## src/rtl/button_pkg.sv

```systemverilog
// -----------------------------------------------------------------------------
// button_pkg
// Shared types and default constants for the pushbutton debouncer.
//   state_t              : debouncer FSM state encoding (2 bits)
//   DEF_DEBOUNCE_CYCLES  : default stable-sample count (10 ms at 100 MHz)
//   DEF_LONG_CYCLES      : default long-press hold count (1 s at 100 MHz),
//                          present only when BUTTON_LONG_PRESS_EN is defined
//   cnt_width()          : counter width able to hold values 0..n-1, minimum 1
// -----------------------------------------------------------------------------
package button_pkg;

    typedef enum logic [1:0] {
        IDLE       = 2'd0,
        PRESS_WAIT = 2'd1,
        HELD       = 2'd2,
        REL_WAIT   = 2'd3
    } state_t;

    localparam logic [19:0] DEF_DEBOUNCE_CYCLES = 20'd1_000_000;

`ifdef BUTTON_LONG_PRESS_EN
    localparam logic [27:0] DEF_LONG_CYCLES = 28'd100_000_000;
`endif

    // $clog2(1) is 0; a counter still needs one bit.
    function automatic int unsigned cnt_width(input int unsigned n);
        return (n <= 32'd1) ? 32'd1 : $clog2(n);
    endfunction

endpackage

```

## src/rtl/sync_2ff.sv

```systemverilog
// -----------------------------------------------------------------------------
// sync_2ff
// Two-flop synchronizer for a single asynchronous level.
//   i_clk   : destination clock (rising edge)
//   i_rst_n : asynchronous active-low reset, clears both flops to 0
//   i_d     : asynchronous input level
//   o_q     : synchronized level, two clocks of latency
// -----------------------------------------------------------------------------
module sync_2ff (
    input  logic i_clk,
    input  logic i_rst_n,
    input  logic i_d,
    output logic o_q
);

    logic r_meta;
    logic r_sync;

    always_ff @(posedge i_clk or negedge i_rst_n) begin
        if (!i_rst_n) begin
            r_meta <= 1'b0;
            r_sync <= 1'b0;
        end else begin
            r_meta <= i_d;
            r_sync <= r_meta;
        end
    end

    assign o_q = r_sync;

endmodule

```

## src/rtl/button_debouncer.sv

```systemverilog
// -----------------------------------------------------------------------------
// button_debouncer
// Debounces a raw pushbutton level and emits press/release pulses.
// Optional long-press detection is built only when the macro
// BUTTON_LONG_PRESS_EN is defined.
//   Clk_in      : single clock, rising edge
//   Rst_n_in    : asynchronous active-low reset
//   Button_in   : raw asynchronous button level, 1 = pressed
//   Level_out   : debounced level (1 in HELD / REL_WAIT)
//   Press_out   : one-cycle pulse after each confirmed press
//   Release_out : one-cycle pulse after each confirmed release
//   Long_out    : one-cycle pulse LONG_CYCLES after a confirmed press
//                 (BUTTON_LONG_PRESS_EN only)
// Edge-to-pulse latency is 2 (sync) + DEBOUNCE_CYCLES + 1 clocks.
// -----------------------------------------------------------------------------
module button_debouncer
    import button_pkg::*;
#(
    parameter logic [19:0] DEBOUNCE_CYCLES = DEF_DEBOUNCE_CYCLES
`ifdef BUTTON_LONG_PRESS_EN
  , parameter logic [27:0] LONG_CYCLES     = DEF_LONG_CYCLES
`endif
) (
    input  logic Clk_in,
    input  logic Rst_n_in,
    input  logic Button_in,
    output logic Level_out,
    output logic Press_out,
    output logic Release_out
`ifdef BUTTON_LONG_PRESS_EN
  , output logic Long_out
`endif
);

    localparam int unsigned    DW      = cnt_width(32'(DEBOUNCE_CYCLES));
    localparam logic [DW-1:0]  DC_LAST = DW'(DEBOUNCE_CYCLES - 20'd1);

`ifdef BUTTON_LONG_PRESS_EN
    // Counter holds 0..LONG_CYCLES; parking at LONG_CYCLES keeps the pulse
    // to one per press.
    localparam int unsigned    LW      = cnt_width(32'(LONG_CYCLES) + 32'd1);
    localparam logic [LW-1:0]  LC_LAST = LW'(LONG_CYCLES - 28'd1);
    localparam logic [LW-1:0]  LC_SAT  = LW'(LONG_CYCLES);

    logic [LW-1:0] r_lcnt;
    logic          r_long;
`endif

    logic          w_sync;
    state_t        r_state;
    logic [DW-1:0] r_cnt;
    logic          r_level;
    logic          r_press;
    logic          r_release;

    sync_2ff u_sync (
        .i_clk   (Clk_in),
        .i_rst_n (Rst_n_in),
        .i_d     (Button_in),
        .o_q     (w_sync)
    );

    always_ff @(posedge Clk_in or negedge Rst_n_in) begin
        if (!Rst_n_in) begin
            r_state   <= IDLE;
            r_cnt     <= '0;
            r_level   <= 1'b0;
            r_press   <= 1'b0;
            r_release <= 1'b0;
`ifdef BUTTON_LONG_PRESS_EN
            r_lcnt    <= '0;
            r_long    <= 1'b0;
`endif
        end else begin
            r_press   <= 1'b0;
            r_release <= 1'b0;

            case (r_state)
                IDLE: begin
                    if (w_sync) begin
                        r_state <= PRESS_WAIT;
                        r_cnt   <= '0;
                    end
                end
                PRESS_WAIT: begin
                    if (!w_sync) begin
                        r_state <= IDLE;
                        r_cnt   <= '0;
                    end else if (r_cnt == DC_LAST) begin
                        r_state <= HELD;
                        r_cnt   <= '0;
                        r_level <= 1'b1;
                        r_press <= 1'b1;
`ifdef BUTTON_LONG_PRESS_EN
                        r_lcnt  <= '0;
`endif
                    end else begin
                        r_cnt <= r_cnt + 1'b1;
                    end
                end
                HELD: begin
                    if (!w_sync) begin
                        r_state <= REL_WAIT;
                        r_cnt   <= '0;
                    end
                end
                REL_WAIT: begin
                    if (w_sync) begin
                        r_state <= HELD;
                        r_cnt   <= '0;
                    end else if (r_cnt == DC_LAST) begin
                        r_state   <= IDLE;
                        r_cnt     <= '0;
                        r_level   <= 1'b0;
                        r_release <= 1'b1;
                    end else begin
                        r_cnt <= r_cnt + 1'b1;
                    end
                end
                default: begin
                    r_state <= IDLE;
                    r_cnt   <= '0;
                end
            endcase

`ifdef BUTTON_LONG_PRESS_EN
            // Hold time accumulates through release bounces (REL_WAIT).
            r_long <= 1'b0;
            if (r_state == HELD || r_state == REL_WAIT) begin
                if (r_lcnt != LC_SAT) begin
                    r_lcnt <= r_lcnt + 1'b1;
                end
                if (r_lcnt == LC_LAST) begin
                    r_long <= 1'b1;
                end
            end
`endif
        end
    end

    assign Level_out   = r_level;
    assign Press_out   = r_press;
    assign Release_out = r_release;
`ifdef BUTTON_LONG_PRESS_EN
    assign Long_out    = r_long;
`endif

endmodule

```

## config.mk

```make
export PLATFORM = sky130hd
export DESIGN_NAME = button_debouncer
export DESIGN_NICKNAME = d
export VERILOG_FILES = /design/src/rtl/button_pkg.sv /design/src/rtl/sync_2ff.sv /design/src/rtl/button_debouncer.sv
export SDC_FILE = /design/constraint.sdc
export NUM_CORES = 1
export LEC_CHECK = 0
export CORE_MARGIN = 4
export CORE_UTILIZATION = 59
export DETAILED_ROUTE_END_ITERATION = 7
export GPL_TIMING_DRIVEN = 0
export PLACE_DENSITY = 0.78
export RECOVER_POWER = 25
export REMOVE_ABC_BUFFERS = 1
export SETUP_SLACK_MARGIN = 0.1
export SLEW_MARGIN = 0
export SYNTH_ARGS = -nofsm -noshare
export SYNTH_HDL_FRONTEND = slang
export SYNTH_SLANG_ARGS = --single-unit
```

## constraint.sdc

```tcl
create_clock -name Clk_in -period 2 [get_ports Clk_in]
set_clock_uncertainty 0.1 [all_clocks]
set_input_delay 0.4 -clock Clk_in [delete_from_list [all_inputs] [get_ports Clk_in]]
set_output_delay 0.4 -clock Clk_in [all_outputs]
set_load 0.005 [all_outputs]
```

==> Word level (Yosys, flattened, before mapping) <==
Cells that the tools add are included.
{ "op_classes": {"add_sub_neg": 1, "mul": 0, "div_mod_pow": 0, "magnitude_cmp": 0, "n_eq_ne": 12, "shifts": 0, "n_mux": 23, "bitwise_logic": 0, "reduce_logical": 5} }
{ "ops": {"columns": ["operator", "n"], "rows": [
  ["$mux W20", 5],
  ["$pmux W20 S4", 1],
  ["$add A20 B1 Y20 const B", 1],
  ["$eq A20 B20 Y1 const B", 1],
  ["$mux W2", 6],
  ["$mux W1", 9],
  ["$ne A2 B2 Y1 const B", 4],
  ["$pmux W2 S4", 1],
  ["$reduce_and A5 Y1", 1],
  ["$eq A2 B2 Y1 const B", 2],
  ["$ne A2 B1 Y1 const B", 2],
  ["$reduce_and A4 Y1", 1],
  ["$ne A3 B2 Y1 const B", 1],
  ["$ne A3 B3 Y1 const B", 1],
  ["$eq A2 B1 Y1 const B", 1],
  ["$logic_not A2 Y1", 1],
  ["$pmux W1 S2", 1],
  ["$reduce_and A2 Y1", 1],
  ["$reduce_bool A2 Y1", 1]
]} }
{ "totals": {"register_bits": 27, "latchBits": 0, "ramBits": 0, "mem_bits_ro": 0, "memories": 0} }

==> Longest topological paths before layout <==
{ "logic_depth": {"depth_word": 4, "depth_mapped": 7, "mapped_depth_nobuf": 6} }

==> By module <==
Synthesis repeated with hierarchy kept, for this count alone.
{ "unflattened": {"cells_unflattened": 136, "area_unflattened_um2": 1390.1} }
{ "by_module_without_submodules": {"columns": ["module", "instances", "cells_per_inst", "area_each_um2", "seq_area_each_um2"], "rows": [
  ["button_debouncer", 1, 134, 1340.0, 625.6],
  ["sync_2ff", 1, 2, 50.0, 50.0]
]} }

==> Worst setup path after synthesis <==
OpenSTA, ideal clock, no wires.
{ "synth_timing": {"path_kind": "register -> register", "start": "reg r_cnt[0]", "end": "reg r_cnt[0]", "t_arrival_ps": 1589, "t_required_ps": 1775, "slack_ps": 186, "path_stages_with_launch": 7, "path_buffers": 1, "synth_period_minus_slack_ps": 1814, "path_cell_list": "dfrtp_1 ha_1 nand2_1 nor4_4 a21oi_4 buf_6 mux2_2"} }
{ "synth_between": {"elab_chain_len": 4, "elab_cells_between_ends": 6} }
{ "synth_lines": {"columns": ["element", "line_no", "rtl"], "rows": [
  ["start: declaration", "button_debouncer.sv:51", "logic [DW-1:0] r_cnt;"],
  ["start signal: assignment", "button_debouncer.sv:98", "r_cnt <= r_cnt + 1'b1;"],
  ["start signal: assignment", "button_debouncer.sv:117", "r_cnt <= r_cnt + 1'b1;"],
  ["$add A20 B1 Y20 / $eq A20 B20 Y1 (equally long branches)", null, null],
  ["$mux W20 (*)", "button_debouncer.sv:89, button_debouncer.sv:111", null],
  ["$mux W20, on equally long branches", "button_debouncer.sv:108, button_debouncer.sv:86", null],
  ["$pmux W20 S4 (*)", "button_debouncer.sv:78", "case (r_state)"]
]} }
Every way passes the cells marked *; elsewhere a longest branch is shown, timed or not.
A chain may end at the register's enable or synchronous reset.

==> Worst setup path in the final report <==
{ "layout_timing": {"start": "reg r_cnt[6]", "end": "reg r_cnt[7]"} }
The elaborated chain is that of the path after synthesis.

==> results list <==
- Run status: finished, final reports clean
* Worst r2r dst: r_cnt[7]$_DFFE_PN0P_
* Proportion of synthesized area in mux cells: 3.61%
* Synth cell types: 43
- In this run the most critical hold path is launched from u_sync.r_meta$_DFF_PN0_.
- The path class of the tightest hold or removal check is flip-flop to flip-flop.
* EDFF count, synth: 0
* Post-route total power: 0.000873 W
- The slowest stage of the critical path is the sky130_fd_sc_hd__dfrtp_2 cell.
- Number of nets with antenna violations after detailed routing: 0
- The path with the worst hold slack has its endpoint at u_sync.o_q$_DFF_PN0_.
- Pin count of the biggest net entering global routing: 28
- Synthesized area: 1420 um2
- Proportion of synthesized chip area in sequential cells: 47.5%
* TritonCTS sink count: 27
- Across the VDD grid, the largest voltage drop is 0.000473 V.
* Antenna cells: 0
- TritonCTS built the clock tree.
- In the final layout, the share of cells above drive strength 1 is 25.8%.
- The Yosys step of the flow raised 0 warnings.
- Setup slack closes at 0.0485 ns.
- Vias in the first global route: 1137
- In this run the critical register-to-register path is launched from r_cnt[6]$_DFFE_PN0P_.
- Overflow left after global routing: 0
* Detailed placement HPWL: 1860 um
- For this block, the routed nets add up to 3460 um of wire.
- In this run the number of H-tree levels came out at 1.
* Worst Path Class, Setup: flip-flop to flip-flop
* Max transition margin: 20.5%
- Maximum Capacitance Violations: 0
* # setup viols final: 0
- The multi-input combinational cells in the finished layout cover a total of 752 um2.
* Per-instance average area after synthesis: 9.87 um2
- Buffer levels on the longest clock path: 2
- After detailed routing, the number of remaining DRC violations is 0.
- Using the TritonRoute via totals, the vias-per-cell ratio works out to 6.63.
* Synth area leaders: sky130_fd_sc_hd__dfrtp_1 48%, sky130_fd_sc_hd__nand2_1 5.0%, sky130_fd_sc_hd__a31oi_1 4.8%, sky130_fd_sc_hd__nand3_1 3.9%, sky130_fd_sc_hd__a21oi_1 3.5%
- The number of clock buffers added by TritonCTS is 3.
* Highest fanout seen on the critical path: 15
- The net count of the finished layout is 168.
- Xor and xnor fraction of the mapped netlist area: 1.23%
- The first detailed-routing pass took 4 iterations.
- Transition time at the pin with the least slew margin: 1.19 ns
- Insertion delay of the later-clocked pin in the worst-skew pair: 0.33 ns
* Worst hold slack: 0.276 ns
- Routability congestion estimate: 0.777
- Count of input and output buffers: 5
- Number of antenna violations at the first check in global routing: 0
* Synth Register Bits: 27
- In the finished design, the share of the clock period the worst path needs comes to 97.6%.
* Worst path top cell family by delay: simple AND/OR/NAND/NOR gates
- STA puts the critical path data required time at 2.12 ns.
* Placed inst area: 1460 um2
* Largest incremental delay on the critical path: 0.44 ns
- STA classifies the critical path startpoint as a flip-flop.
- In the final routed layout, each cell accounts on average for 18.1 um.
- After Yosys synthesis, full adders, half adders and majority gates account for 0.880% of the synthesized area.
- The initial utilization of the core area, before any placement, comes to 63.0%.
- Global routing used 20.9% of the available tracks.
- Counting every instance in the synthesized netlist gives 144.
- After synthesis, the share of flip-flops with an asynchronous set or reset is 100%.
- Post-route cell area: 1690 um2
* Count of cells along the worst hold path: 0
* Floorplan Core Area: 2250 um2
* Setup repair after global routing missed its margin: true
* Largest family of logic cells by synthesized area: simple AND/OR/NAND/NOR gates
- Area taken by flip-flops and latches: 683 um2
- Overall die area: 3260 um2
* Count of final max-slew check failures: 0
- Fill cells in the final layout number 162.
- Cell taking the most area after synthesis: sky130_fd_sc_hd__dfrtp_1
- CP cell instances: nand3b_1 -> nor4_4 -> buf_4 -> a21oi_4 -> buf_12 -> a31oi_1 -> a31oi_1
* Simple logic cell fraction of the synthesized area: 24.7%
- Timing analysis after detailed placement gives a worst setup slack of -0.218 ns.
* DR iter-0 viols: 54
- Data arrival time of the worst path: 2.07 ns
* Final period demand of the worst path: 1.95 ns
* Power Dens Cells: 517 nW/um2
- Final Hold Violating Endpoints: 0
- For this run, the top clock speed supported by timing is 512 MHz.
* Post-cts hold buffer count: 0
* Cell at the root of the clock tree: sky130_fd_sc_hd__clkbuf_4
- Summing the areas of all compound-gate instances in the mapped netlist gives 18.0% of the synthesized area.
- Setup total negative slack on the finished layout was measured at 0 ns.
- Number of cell rows: 17
* Primary FF master, synth: sky130_fd_sc_hd__dfrtp_1
- Clock-pin slew on the worst setup and hold paths: 0.14 ns
* Flop-to-flop setup slack: 0.05 ns
* Growth of design area from synthesis to finish: 18.9%
- Summing over every cut layer, the via total after detailed routing is 1267.
- Leakage dissipation: 0.723 nW
* Number of buffer and inverter stages on the critical path: 2
- 6 I/O pins were placed.
- The share of synthesized area in the top cell type comes to 47.5%.
* Chip Height: 57.1 um
* CP dominant cell by count: sky130_fd_sc_hd__a31oi_1
- First-pass GRT wire length: 5360 um
- The floorplan step set the die width to 57.1 um.
- The worst setup path is captured at a flip-flop.
* Reg2Reg Depth: 7
==> cell usage in the layout, fill, tap and decap left out, types with 3 or more instances in the layout <==
cell and n:
sky130_fd_sc_hd__a21oi_1 10, sky130_fd_sc_hd__a22o_1 3, sky130_fd_sc_hd__a31oi_1 11, sky130_fd_sc_hd__and3_1 3, sky130_fd_sc_hd__buf_4 13, sky130_fd_sc_hd__clkbuf_4 3, sky130_fd_sc_hd__clkdlybuf4s50_1 3, sky130_fd_sc_hd__dfrtp_1 21
sky130_fd_sc_hd__dfrtp_2 6, sky130_fd_sc_hd__inv_1 4, sky130_fd_sc_hd__mux2i_1 4, sky130_fd_sc_hd__nand2_1 18, sky130_fd_sc_hd__nand3_1 10, sky130_fd_sc_hd__nand4_1 3, sky130_fd_sc_hd__nor2_1 5, sky130_fd_sc_hd__nor3_1 3
sky130_fd_sc_hd__o21ai_0 3
==> through the flow <==
stage / instances / utilization, %
global placement: 171 / 64.9
finish: 191 / 75.0
detailed placement: 171 / 64.9
global route: 191 / 75.0
floorplan: 138 / -
CTS: 182 / 69.9
==> worst reg2reg max path: stages (launching register included) <==
cell,delay [ns]
sky130_fd_sc_hd__dfrtp_2,0.44
sky130_fd_sc_hd__nand3b_1,0.21
sky130_fd_sc_hd__nor4_4,0.33
sky130_fd_sc_hd__buf_4,0.19
sky130_fd_sc_hd__a21oi_4,0.08
sky130_fd_sc_hd__buf_12,0.16
sky130_fd_sc_hd__a31oi_1,0.25
sky130_fd_sc_hd__a31oi_1,0.08
==> how the worst max path moves through the flow <==
stage,cells after the start,slack [ns],end,from
global route,7,-0.01,r_cnt[7]$_DFFE_PN0P_,r_cnt[6]$_DFFE_PN0P_
finish,7,0.05,r_cnt[7]$_DFFE_PN0P_,r_cnt[6]$_DFFE_PN0P_
CTS,8,0.11,r_cnt[4]$_DFFE_PN0P_,r_cnt[1]$_DFFE_PN0P_
detailed placement,6,-0.22,r_cnt[6]$_DFFE_PN0P_,r_cnt[0]$_DFFE_PN0P_
global placement,6,-0.13,r_cnt[17]$_DFFE_PN0P_,r_cnt[0]$_DFFE_PN0P_
floorplan,6,0.12,r_cnt[4]$_DFFE_PN0P_,r_cnt[0]$_DFFE_PN0P_
==> layer usage <==
layer | wire (um) | share of wire [%] | vias to the layer above | global-route usage [%]
li1 | - | - | 576 | -
met2 | 1740 | 50 | 58 | 34.6
met1 | 1400 | 40 | 620 | 27.4
met3 | 219 | 6.3 | 13 | 4.07
met4 | 95 | 2.7 | 0 | 6.95
met5 | 0 | 0 | - | 0
==> cells in the mapped netlist (2+ instances only) <==
cell	n
sky130_fd_sc_hd__a21oi_1	10
sky130_fd_sc_hd__a22o_1	3
sky130_fd_sc_hd__a31oi_1	11
sky130_fd_sc_hd__a41oi_1	2
sky130_fd_sc_hd__and2_1	2
sky130_fd_sc_hd__and3_1	3
sky130_fd_sc_hd__buf_6	2
sky130_fd_sc_hd__dfrtp_1	27
sky130_fd_sc_hd__inv_1	4
sky130_fd_sc_hd__mux2i_1	4
sky130_fd_sc_hd__nand2_1	19
sky130_fd_sc_hd__nand3_1	11
sky130_fd_sc_hd__nand4_1	3
sky130_fd_sc_hd__nor2_1	6
sky130_fd_sc_hd__nor3_1	5
sky130_fd_sc_hd__o211ai_1	2
sky130_fd_sc_hd__o21ai_0	3
sky130_fd_sc_hd__xor2_1	2
==> cells by family after synthesis <==
logic type,count (synthesis)
AO/OA/AOI/OAI,38
XOR/XNOR,2
adder cells (fa/ha/maj),1
buffers and inverters,10
flip-flops,27
multiplexers,5
AND/OR/NAND/NOR,61
==> where the power goes <==
group,internal [W],switching (W),total (W)
Sequential,0.000553,0.00000910,0.000562
Clock,0.0000783,0.000160,0.000238
Combinational,0.0000293,0.0000439,0.0000732
==> sequential cells by signal, summed over array words and instances (netlist names), named ones only <==
name / flops
Release_out: 1
u_sync.r_meta: 1
r_cnt: 20
u_sync.o_q: 1
r_state: 1
Level_out: 1
Press_out: 1
==> what timing repair did <==
item                                    CTS  global route
pin swaps                                 3             1
cloned                                    1             0
gates resized for setup                   4            14
endpoints found under the setup margin   22            23
buffers inserted                          6             9
==> cell type report <==
type                       count  area share (%)
tap                           28            2.07
multi-input combinational    108            44.5
timing repair buffer          20            10.6
inverter                       4           0.888
sequential                    27            40.4
clock buffer                   4            1.55
Power figures use the tool's default switching activity.
